### config.mk
export PLATFORM = sky130hd
export DESIGN_NAME = stash_ctrl
export DESIGN_NICKNAME = d
export VERILOG_FILES = /design/src/rtl/stash_ctrl_pkg.sv /design/src/rtl/stash_ctrl_timeout.sv /design/src/rtl/stash_ctrl.sv
export SDC_FILE = /design/constraint.sdc
export NUM_CORES = 1
export LEC_CHECK = 0
export ABC_CLOCK_PERIOD_IN_PS = 6000
export BUFFER_PORTS_ARGS = -buffer_cell sky130_fd_sc_hd__buf_2
export CAP_MARGIN = 20
export CORE_MARGIN = 2
export CORE_UTILIZATION = 45
export CTS_CLUSTER_DIAMETER = 150
export DETAILED_ROUTE_END_ITERATION = 8
export GPL_ROUTABILITY_DRIVEN = 0
export PLACE_DENSITY = 0.76
export SLEW_MARGIN = 5
export SYNTH_ARGS = -nofsm -noshare
export SYNTH_HDL_FRONTEND = slang
export SYNTH_SLANG_ARGS = --single-unit
### constraint.sdc
create_clock -name clk -period 6 [get_ports clk]
set_input_delay 0.3 -clock clk [delete_from_list [all_inputs] [get_ports clk]]
set_output_delay 0.3 -clock clk [all_outputs]
set_load 0.01 [all_outputs]
### src/rtl/stash_ctrl_pkg.sv
// Shared types and defaults for the lap Stash controller and the Stash it drives.
package stash_ctrl_pkg;

    localparam int STASH_DEPTH = 5;
    localparam int STASH_WIDTH = 8;

    typedef enum logic [2:0] {
        LIVE,
        CAPTURE,
        SEEK,
        BROWSE,
        CLEAR
    } state_t;

    // Width of a slot index; a one-slot Stash still needs a 1-bit pointer.
    function automatic int slot_w(input int depth);
        return (depth > 1) ? $clog2(depth) : 1;
    endfunction

endpackage

### src/rtl/stash_ctrl_timeout.sv
// Browse idle timer: held loaded while not enabled, counts down while enabled,
// and flags expiry on the last of TIMEOUT_CYC enabled cycles.
module stash_ctrl_timeout #(
    parameter int TIMEOUT_CYC = 1000
) (
    input  logic clk,
    input  logic reset,
    input  logic load,
    input  logic en,
    output logic expire
);

    localparam int TW = (TIMEOUT_CYC > 1) ? $clog2(TIMEOUT_CYC) : 1;

    logic [TW-1:0] remain;

    always_ff @(posedge clk) begin
        if (reset) begin
            remain <= TW'(TIMEOUT_CYC - 1);
        end else if (load) begin
            remain <= TW'(TIMEOUT_CYC - 1);
        end else if (en && remain != '0) begin
            remain <= remain - TW'(1);
        end
    end

    assign expire = en && (remain == '0);

endmodule

### src/rtl/stash_ctrl.sv
// Lap/browse/clear sequencer for the Stash circular buffer: mirrors the Stash
// pointers and steps its read pointer so the display walks laps oldest-first.
module stash_ctrl
    import stash_ctrl_pkg::*;
#(
    parameter int DEPTH       = STASH_DEPTH,
    parameter int WIDTH       = STASH_WIDTH,
    parameter int TIMEOUT_CYC = 1000
) (
    input  logic                       clk,
    input  logic                       reset,
    input  logic                       lap_btn,
    input  logic                       browse_btn,
    input  logic                       clear_btn,
    input  logic [WIDTH-1:0]           time_in,
    output logic [WIDTH-1:0]           sample_in,
    output logic                       sample_in_valid,
    output logic                       next_sample,
    output logic                       stash_reset,
    output logic                       show_stash,
    output logic [$clog2(DEPTH+1)-1:0] count,
    output logic [slot_w(DEPTH)-1:0]   browse_idx
);

    localparam int SW = slot_w(DEPTH);
    localparam int CW = $clog2(DEPTH + 1);

    state_t          state, state_d;
    logic [SW-1:0]   wr_slot, wr_d;
    logic [SW-1:0]   rd_slot, rd_d;
    logic [SW-1:0]   target_slot, tgt_d;
    logic [SW-1:0]   idx_d, idx_nxt, tgt_nxt, oldest;
    logic [CW-1:0]   count_d;
    logic [WIDTH-1:0] sample_in_d;
    logic            siv_d, ns_d, srst_d, show_d;
    logic            full, expire, tmo_load, tmo_en;

    function automatic logic [SW-1:0] slot_add(input logic [SW-1:0] a,
                                               input logic [SW-1:0] b);
        int s;
        s = int'(a) + int'(b);
        if (s >= DEPTH) s = s - DEPTH;
        return SW'(s);
    endfunction

    assign full   = (count == CW'(DEPTH));
    // Once the buffer has wrapped, the oldest lap sits where the next write lands.
    assign oldest = full ? wr_slot : '0;

    assign tmo_en   = (state == BROWSE);
    assign tmo_load = (state != BROWSE) || browse_btn;

    stash_ctrl_timeout #(
        .TIMEOUT_CYC(TIMEOUT_CYC)
    ) u_timeout (
        .clk   (clk),
        .reset (reset),
        .load  (tmo_load),
        .en    (tmo_en),
        .expire(expire)
    );

    always_comb begin
        state_d     = state;
        sample_in_d = sample_in;
        siv_d       = 1'b0;
        ns_d        = 1'b0;
        srst_d      = 1'b0;
        show_d      = 1'b0;
        count_d     = count;
        wr_d        = wr_slot;
        rd_d        = rd_slot;
        idx_d       = browse_idx;
        tgt_d       = target_slot;
        idx_nxt     = '0;
        tgt_nxt     = '0;

        // Track whatever the Stash is doing this cycle, regardless of the next state,
        // so an aborted seek leaves rd_slot matching the pulses actually issued.
        if (next_sample) rd_d = slot_add(rd_slot, SW'(1));
        if (sample_in_valid) begin
            wr_d = slot_add(wr_slot, SW'(1));
            if (!full) count_d = count + CW'(1);
        end

        if (clear_btn) begin
            state_d = CLEAR;
            srst_d  = 1'b1;
            count_d = '0;
            wr_d    = '0;
            rd_d    = '0;
            idx_d   = '0;
            tgt_d   = '0;
        end else if (lap_btn) begin
            state_d     = CAPTURE;
            siv_d       = 1'b1;
            sample_in_d = time_in;
        end else begin
            case (state)
                LIVE: begin
                    if (browse_btn && count != '0) begin
                        idx_d = '0;
                        tgt_d = oldest;
                        if (rd_slot == oldest) begin
                            state_d = BROWSE;
                            show_d  = 1'b1;
                        end else begin
                            state_d = SEEK;
                            ns_d    = 1'b1;
                        end
                    end
                end
                CAPTURE, CLEAR: state_d = LIVE;
                SEEK: begin
                    // Pulses alternate with idle cycles; decide only on the idle ones.
                    if (!next_sample) begin
                        if (rd_slot == target_slot) begin
                            state_d = BROWSE;
                            show_d  = 1'b1;
                        end else begin
                            ns_d = 1'b1;
                        end
                    end
                end
                BROWSE: begin
                    show_d = 1'b1;
                    if (browse_btn) begin
                        if (int'(browse_idx) + 1 >= int'(count)) idx_nxt = '0;
                        else                                     idx_nxt = browse_idx + SW'(1);
                        tgt_nxt = slot_add(oldest, idx_nxt);
                        idx_d   = idx_nxt;
                        tgt_d   = tgt_nxt;
                        if (rd_slot != tgt_nxt) begin
                            state_d = SEEK;
                            show_d  = 1'b0;
                            ns_d    = 1'b1;
                        end
                    end else if (expire) begin
                        state_d = LIVE;
                        show_d  = 1'b0;
                    end
                end
                default: state_d = LIVE;
            endcase
        end
    end

    always_ff @(posedge clk) begin
        if (reset) begin
            state           <= LIVE;
            sample_in       <= '0;
            sample_in_valid <= 1'b0;
            next_sample     <= 1'b0;
            stash_reset     <= 1'b0;
            show_stash      <= 1'b0;
            count           <= '0;
            browse_idx      <= '0;
            wr_slot         <= '0;
            rd_slot         <= '0;
            target_slot     <= '0;
        end else begin
            state           <= state_d;
            sample_in       <= sample_in_d;
            sample_in_valid <= siv_d;
            next_sample     <= ns_d;
            stash_reset     <= srst_d;
            show_stash      <= show_d;
            count           <= count_d;
            browse_idx      <= idx_d;
            wr_slot         <= wr_d;
            rd_slot         <= rd_d;
            target_slot     <= tgt_d;
        end
    end

endmodule

Yosys cells after proc, flatten, opt, wreduce, memory -nomap -nowiden
Cells that the tools add are included.
{"block": "totals", "register_bits": 40}
{"block": "classes", "add_sub_neg": 10, "n_lt_le_gt_ge": 4, "eq_ne": 23, "n_mux": 46, "bitwise_logic": 3, "reduce_logical": 18}
{"operator": "2-to-1 mux 3 bit", "n": 25}
{"operator": "inequality test 4 bit (second input constant)", "n": 5}
{"operator": "2-to-1 mux 1 bit", "n": 16}
{"operator": "inequality test 3 bit (second input constant)", "n": 5}
{"operator": "AND reduction 5 bit", "n": 3}
{"operator": "adder 3 x 1 -> 4 bit (second input constant)", "n": 3}
{"operator": "greater-or-equal comparator 4 x 3 -> 1 bit (second input constant)", "n": 3}
{"operator": "one-hot mux 3 bit (2 select lines)", "n": 2}
{"operator": "zero test 10 bit", "n": 1}
{"operator": "inequality test 5 bit (second input constant)", "n": 2}
{"operator": "nonzero test 10 bit", "n": 1}
{"operator": "subtractor 10 x 1 -> 10 bit (second input constant)", "n": 1}
{"operator": "one-hot mux 3 bit (3 select lines)", "n": 1}
{"operator": "subtractor 3 bit (second input constant)", "n": 3}
{"operator": "inequality test 2 bit (second input constant)", "n": 4}
{"operator": "adder 3 x 1 -> 3 bit (second input constant)", "n": 2}
{"operator": "equality test 3 x 2 -> 1 bit (second input constant)", "n": 2}
{"operator": "equality test 3 bit", "n": 2}
{"operator": "one-hot mux 1 bit (3 select lines)", "n": 2}
{"operator": "adder 3 x 3 -> 4 bit", "n": 1}
{"operator": "greater-or-equal comparator 4 x 3 -> 1 bit", "n": 1}
{"operator": "AND reduction 2 bit", "n": 2}
{"operator": "AND reduction 4 bit", "n": 1}
{"operator": "OR reduction 2 bit", "n": 2}
{"operator": "other kinds (10)", "n": 14}

Longest topological paths before layout
{"block": "depth", "depth_word": 20, "mapped_depth": 16}

Cells and area by module
From an unflattened synthesis, not the netlist that was laid out.
{"block": "unflattened", "hier_cells": 304, "area_unflattened_um2": 2513.7}
{"mod": "stash_ctrl", "n_inst": 1, "cells_each": 234, "area_per_inst_um2": 1891.8, "seq_area_each_um2": 600.6}
{"mod": "stash_ctrl_timeout", "n_inst": 1, "cells_each": 70, "area_per_inst_um2": 621.8, "seq_area_each_um2": 200.2}

Least setup slack after synthesis
OpenSTA, ideal clock, no wires.
{"block": "synth_path", "kind": "register to register", "start": "reg browse_idx[0]", "end": "reg show_stash", "arrival_time_ps": 3764, "t_required_ps": 5935, "setup_slack_ps": 2171, "path_stages_with_launch": 17, "n_path_buf": 0, "path_cell_list": "dfxtp_1 -> ha_1 -> xor2_1 -> ha_1 -> inv_1 -> o21ai_0 -> nor2_1 -> ha_1 -> fa_1 -> inv_1 -> ha_1 -> nor2b_1 -> o21ai_0 -> a211oi_1 -> mux2i_1 -> o31ai_1 -> nor2b_1"}
{"block": "synth_between", "elab_chain_cells": 18}
{"element": "from (decl)", "line_no": "stash_ctrl.sv:22", "source": "output logic [slot_w(DEPTH)-1:0] browse_idx"}
{"element": "from (signal assigned)", "line_no": "stash_ctrl.sv:169", "source": "browse_idx <= idx_d;"}
{"element": "adder 3 x 1 -> 4 bit", "line_no": "stash_ctrl.sv:128", "source": "if (int'(browse_idx) + 1 >= int'(count)) idx_nxt = '0;"}
{"element": "greater-or-equal comparator 4 x 3 -> 1 bit", "line_no": "stash_ctrl.sv:128"}
{"element": "2-to-1 mux 3 bit *", "line_no": "stash_ctrl.sv:128"}
{"element": "2-to-1 mux 3 bit *", "line_no": "stash_ctrl.sv:127", "source": "if (browse_btn) begin"}
{"element": "2-to-1 mux 3 bit *", "line_no": "stash_ctrl.sv:99", "source": "case (state)"}
{"element": "2-to-1 mux 3 bit *", "line_no": "stash_ctrl.sv:94", "source": "end else if (lap_btn) begin"}
{"element": "2-to-1 mux 3 bit *", "line_no": "stash_ctrl.sv:86", "source": "if (clear_btn) begin"}
{"element": "adder 3 x 3 -> 4 bit *", "line_no": "stash_ctrl.sv:41", "source": "s = int'(a) + int'(b);"}
{"element": "[2 not listed]"}
{"element": "2-to-1 mux 3 bit *", "line_no": "stash_ctrl.sv:127"}
{"element": "2-to-1 mux 3 bit *", "line_no": "stash_ctrl.sv:99"}
{"element": "2-to-1 mux 3 bit *", "line_no": "stash_ctrl.sv:94"}
{"element": "2-to-1 mux 3 bit *", "line_no": "stash_ctrl.sv:86"}
{"element": "inequality test 3 bit *", "line_no": "stash_ctrl.sv:133", "source": "if (rd_slot != tgt_nxt) begin"}
{"element": "2-to-1 mux 1 bit *", "line_no": "stash_ctrl.sv:133"}
{"element": "2-to-1 mux 1 bit *", "line_no": "stash_ctrl.sv:127"}
{"element": "one-hot mux 1 bit (3 select lines) *", "line_no": "stash_ctrl.sv:99"}
{"element": "to (signal assigned)", "line_no": "stash_ctrl.sv:167", "source": "show_stash <= show_d;"}
{"element": "to (decl)", "line_no": "stash_ctrl.sv:20", "source": "output logic show_stash,"}
Every way passes the cells marked *; elsewhere a longest branch is shown, timed or not. The select of a mux whose other input is x is not followed.
A chain may end at the register's enable or synchronous reset.

Worst setup path after layout
Ends and elaborated chain as after synthesis.

==> qor.txt <==
Psw: 124 µW
Synth Register Bits: 40
CP required: 6.24 ns
vias per std cell: 5.30
flop2flop setup slack: 1.66 ns
Max VDD drop: 0.0976 mV
Top Ports: 31
WS Path Type: flip-flop to flip-flop
RSZ-0062 raised after global routing: false
Hold WC Path Type: primary input to flip-flop
Synth Cell Area: 2340 µm²
Clk network pwr share: 0.435
Levels on crit path: 16
die height: 76.1 µm
Power Density: 200 nW/µm²
R2R Path End: show_stash$_SDFF_PP0_
largest net degree at the start of global routing: 16
Slew @ Worst Pin: 1.00 ns
Hold Buf Count CTS: 0
worst hold start: time_in[1]
Most common cell on crit path: ha_1
Max-slew headroom: 0.326
period utilization: 0.724
Starting DRT DRC Count: 132
reg2reg start: browse_idx[0]$_SDFFE_PP0P_
Critical path destination: show_stash$_SDFF_PP0_
R2R depth: 16
global-route wire length before repair: 8.74 mm
register area: 801 µm²
Global Route Usage Sum: 0.181
TritonCTS clock tree: done
Max stage delay on crit path: 0.56 ns
number of global-route vias before repair: 1,933
Distinct cells, synth: 44
depth of the worst hold-timing path: 3
Final nets: 348
hpwl dp: 3.58 mm
global route overflow: 0
setup bufs post-CTS: 0
Max Cap Viol: 0
row count: 26
ANT cells: 0
register area share after synthesis: 0.343
Bufs and invs on worst path: 2
Syn Nets: 320
Critical Path, Cell by Cell: ha_1 > xor2_1 > ha_1 > inv_1 > o21ai_0 > nor2_1 > ha_1 > fa_1 > inv_1 > ha_1 > nor2b_1 > o21ai_0 > a211oi_1 > mux2i_1 > o31ai_1 > nor2b_1
Worst-Skew Late Latency: 0.30 ns
Final min period: 4.34 ns
setup ws final: 1.66 ns
CP Launch Type: flip-flop
Slew Limit Fails: 0
Final Setup Violations: 0
Sink Count: 40
initial antenna violation count: 0
final hold violations: 0
Post-Syn Area per Cell: 8.08 µm²
Fin Setup TNS: 0 ns
Data arrival, critical path: 4.59 ns
DRC: 0
post-route ant nets: 0
Clock Pin Slew Worst Setup and Hold Paths: 0.09 ns
fmax: 230 MHz
Die Span X: 76.1 µm
Setup crit end kind: flip-flop
Int Pwr: 406 µW
combinational power share: 0.050
1st-pass router iterations: 4
Syn. warnings: 0
Avg WL per Cell: 12.7 µm
slowest stage cell on the critical path: a211oi_1
Multi-input gate area: 1430 µm²
sequential share of power: 0.516
fillers: 480
Pleak: 0.00109 µW
Post-CTS Resized: 0
IO buf count: 30
H-tree lvl count: 2
Max Buffers Root-to-Sink: 2
CTS buffer count: 5
status: finished, final reports clean
layout cell share with drive strength beyond 1: 0.142
Initial Util: 0.463
Clock Skews: 0.00805 ns
critical-path maximum fanout: 6
CTS root buf: clkbuf_8
Core ar.: 5040 µm²
Die ar.: 5780 µm²
cell count after synthesis: 289
routed vias: 2,056
cell family with most CP delay: adder cells
Sw Share: 0.234
final wirelength: 4.93 mm
CP startpoint: browse_idx[0]$_SDFFE_PP0P_
pre-CTS WS: 1.74 ns
Synth-to-Final Area Change: 13.7%
[per-stage QoR]
stage	total power [µW]	util	instance area [µm²]	cells	hold WS [ns]
6_report	530	0.527	2660	388	0.227
5_1_grt	549	0.527	2660	388	0.237
2_1_floorplan	294	-	2340	289	0.372
3_3_place_gp	306	0.504	2540	380	0.440
4_1_cts	537	0.527	2660	388	0.221
3_5_place_dp	306	0.504	2540	380	0.445
[final cells by class]
cell class,instances,area share
repair buffers,30,0.0566
well taps,70,0.0330
clock inverters,3,0.0174
inverters,18,0.0254
clock buffers,5,0.0259
multi-input cells,222,0.540
flip-flops and latches,40,0.302
[worst register-to-register path: cells and delay by family (launching register included)]
kind	cells	cell delay, ns
flops	1	0.38
fa+ha+maj	5	1.52
buf+inv	2	0.14
xor+xnor	1	0.17
simple gates	3	0.47
compound gates	4	1.42
mux	1	0.20
[layer usage]
metal	global-route usage	vias to the layer above	wire (µm)
li1	-	1050	-
met5	0	-	0
met4	0.0782	0	148
met1	0.237	954	2380
met2	0.289	39	2230
met3	0.0391	13	172
[layout by cell type, fill, tap and decap left out, types with 2 or more instances in the layout]
cell and count:
a211oi_1 7, a21o_1 2, a21oi_1 22, a31oi_1 4
and2_1 2, buf_2 30, clkbuf_8 5, dfxtp_1 40
ha_1 17, inv_1 18, mux2i_1 6, nand2_1 42
nand2b_1 6, nand3_1 7, nor2_1 22, nor2b_1 9
nor3_1 11, nor3b_1 2, nor4_1 2, o211ai_1 4
o21ai_0 12, o21bai_1 2, or3_1 3, or4_4 2
xnor2_1 11, xor2_1 9
[power by group through the flow]
stage          Clock (µW)  Sequential, µW  Combinational (µW)
3_5_place_dp            0             280                26.5
3_3_place_gp            0             280                26.1
5_1_grt               245             274                29.8
4_1_cts               237             273                26.6
6_report              230             273                26.3
2_1_floorplan           0             281                13.8
[logic make-up after synthesis]
family | share of synthesized area
AOI/OAI and AO/OA | 0.160
xor gates and xnor gates | 0.0750
and+or+nand+nor | 0.249
buffers and inverters | 0.0434
muxes | 0.0305
DFF | 0.343
adders and majority gates | 0.0996
[sequential cells by signal, summed over array words and instances, names as in the netlist]
name and flops:
browse_idx 3, count 3, next_sample 1, rd_slot 3
sample_in 8, sample_in_valid 1, show_stash 1, stash_reset 1
state 3, target_slot 3, u_timeout.remain 10, wr_slot 3
[worst min-delay path by stage]
stage | end | slack, ns
6_report | sample_in[1]$_SDFFE_PP0P_ | 0.23
5_1_grt | sample_in[4]$_SDFFE_PP0P_ | 0.24
4_1_cts | sample_in[5]$_SDFFE_PP0P_ | 0.22
3_5_place_dp | sample_in[7]$_SDFFE_PP0P_ | 0.44
3_3_place_gp | sample_in[3]$_SDFFE_PP0P_ | 0.44
2_1_floorplan | state[2]$_SDFFE_PP0P_ | 0.37
[cells in the mapped netlist]
cell type,count,share of area
o211ai_1,4,0.013
a21o_1,2,0.0064
nor2_1,22,0.035
or4_4,2,0.0096
nor3_1,11,0.024
a2111o_1,1,0.0048
and4b_1,1,0.0043
dfxtp_1,40,0.34
a2111oi_0,1,0.0038
or2_2,1,0.0027
xnor2_1,11,0.041
and3_1,1,0.0027
a21oi_1,22,0.047
a211oi_1,7,0.022
and3b_1,1,0.0038
or3b_2,1,0.0038
o21ai_0,12,0.026
clkbuf_1,7,0.011
nor3b_1,2,0.0064
o31ai_1,1,0.0032
mux2_2,1,0.0048
nor2b_1,9,0.024
o21a_1,1,0.0032
o32ai_1,1,0.0038
ha_1,17,0.091
nand3_1,7,0.015
mux2i_1,6,0.026
nand3b_2,1,0.0048
o21bai_1,2,0.0064
a31oi_1,4,0.011
fa_1,1,0.0086
o221ai_1,1,0.0038
nand3b_1,1,0.0032
inv_1,18,0.029
or4_1,1,0.0032
buf_1,2,0.0032
and2_1,2,0.0054
nand2_1,42,0.067
a211oi_2,1,0.0054
nand2b_1,6,0.016
xor2_1,9,0.034
nor4_1,2,0.0054
nor4bb_1,1,0.0043
or3_1,3,0.0080
Note: power is estimated with default switching activity, not from simulation.
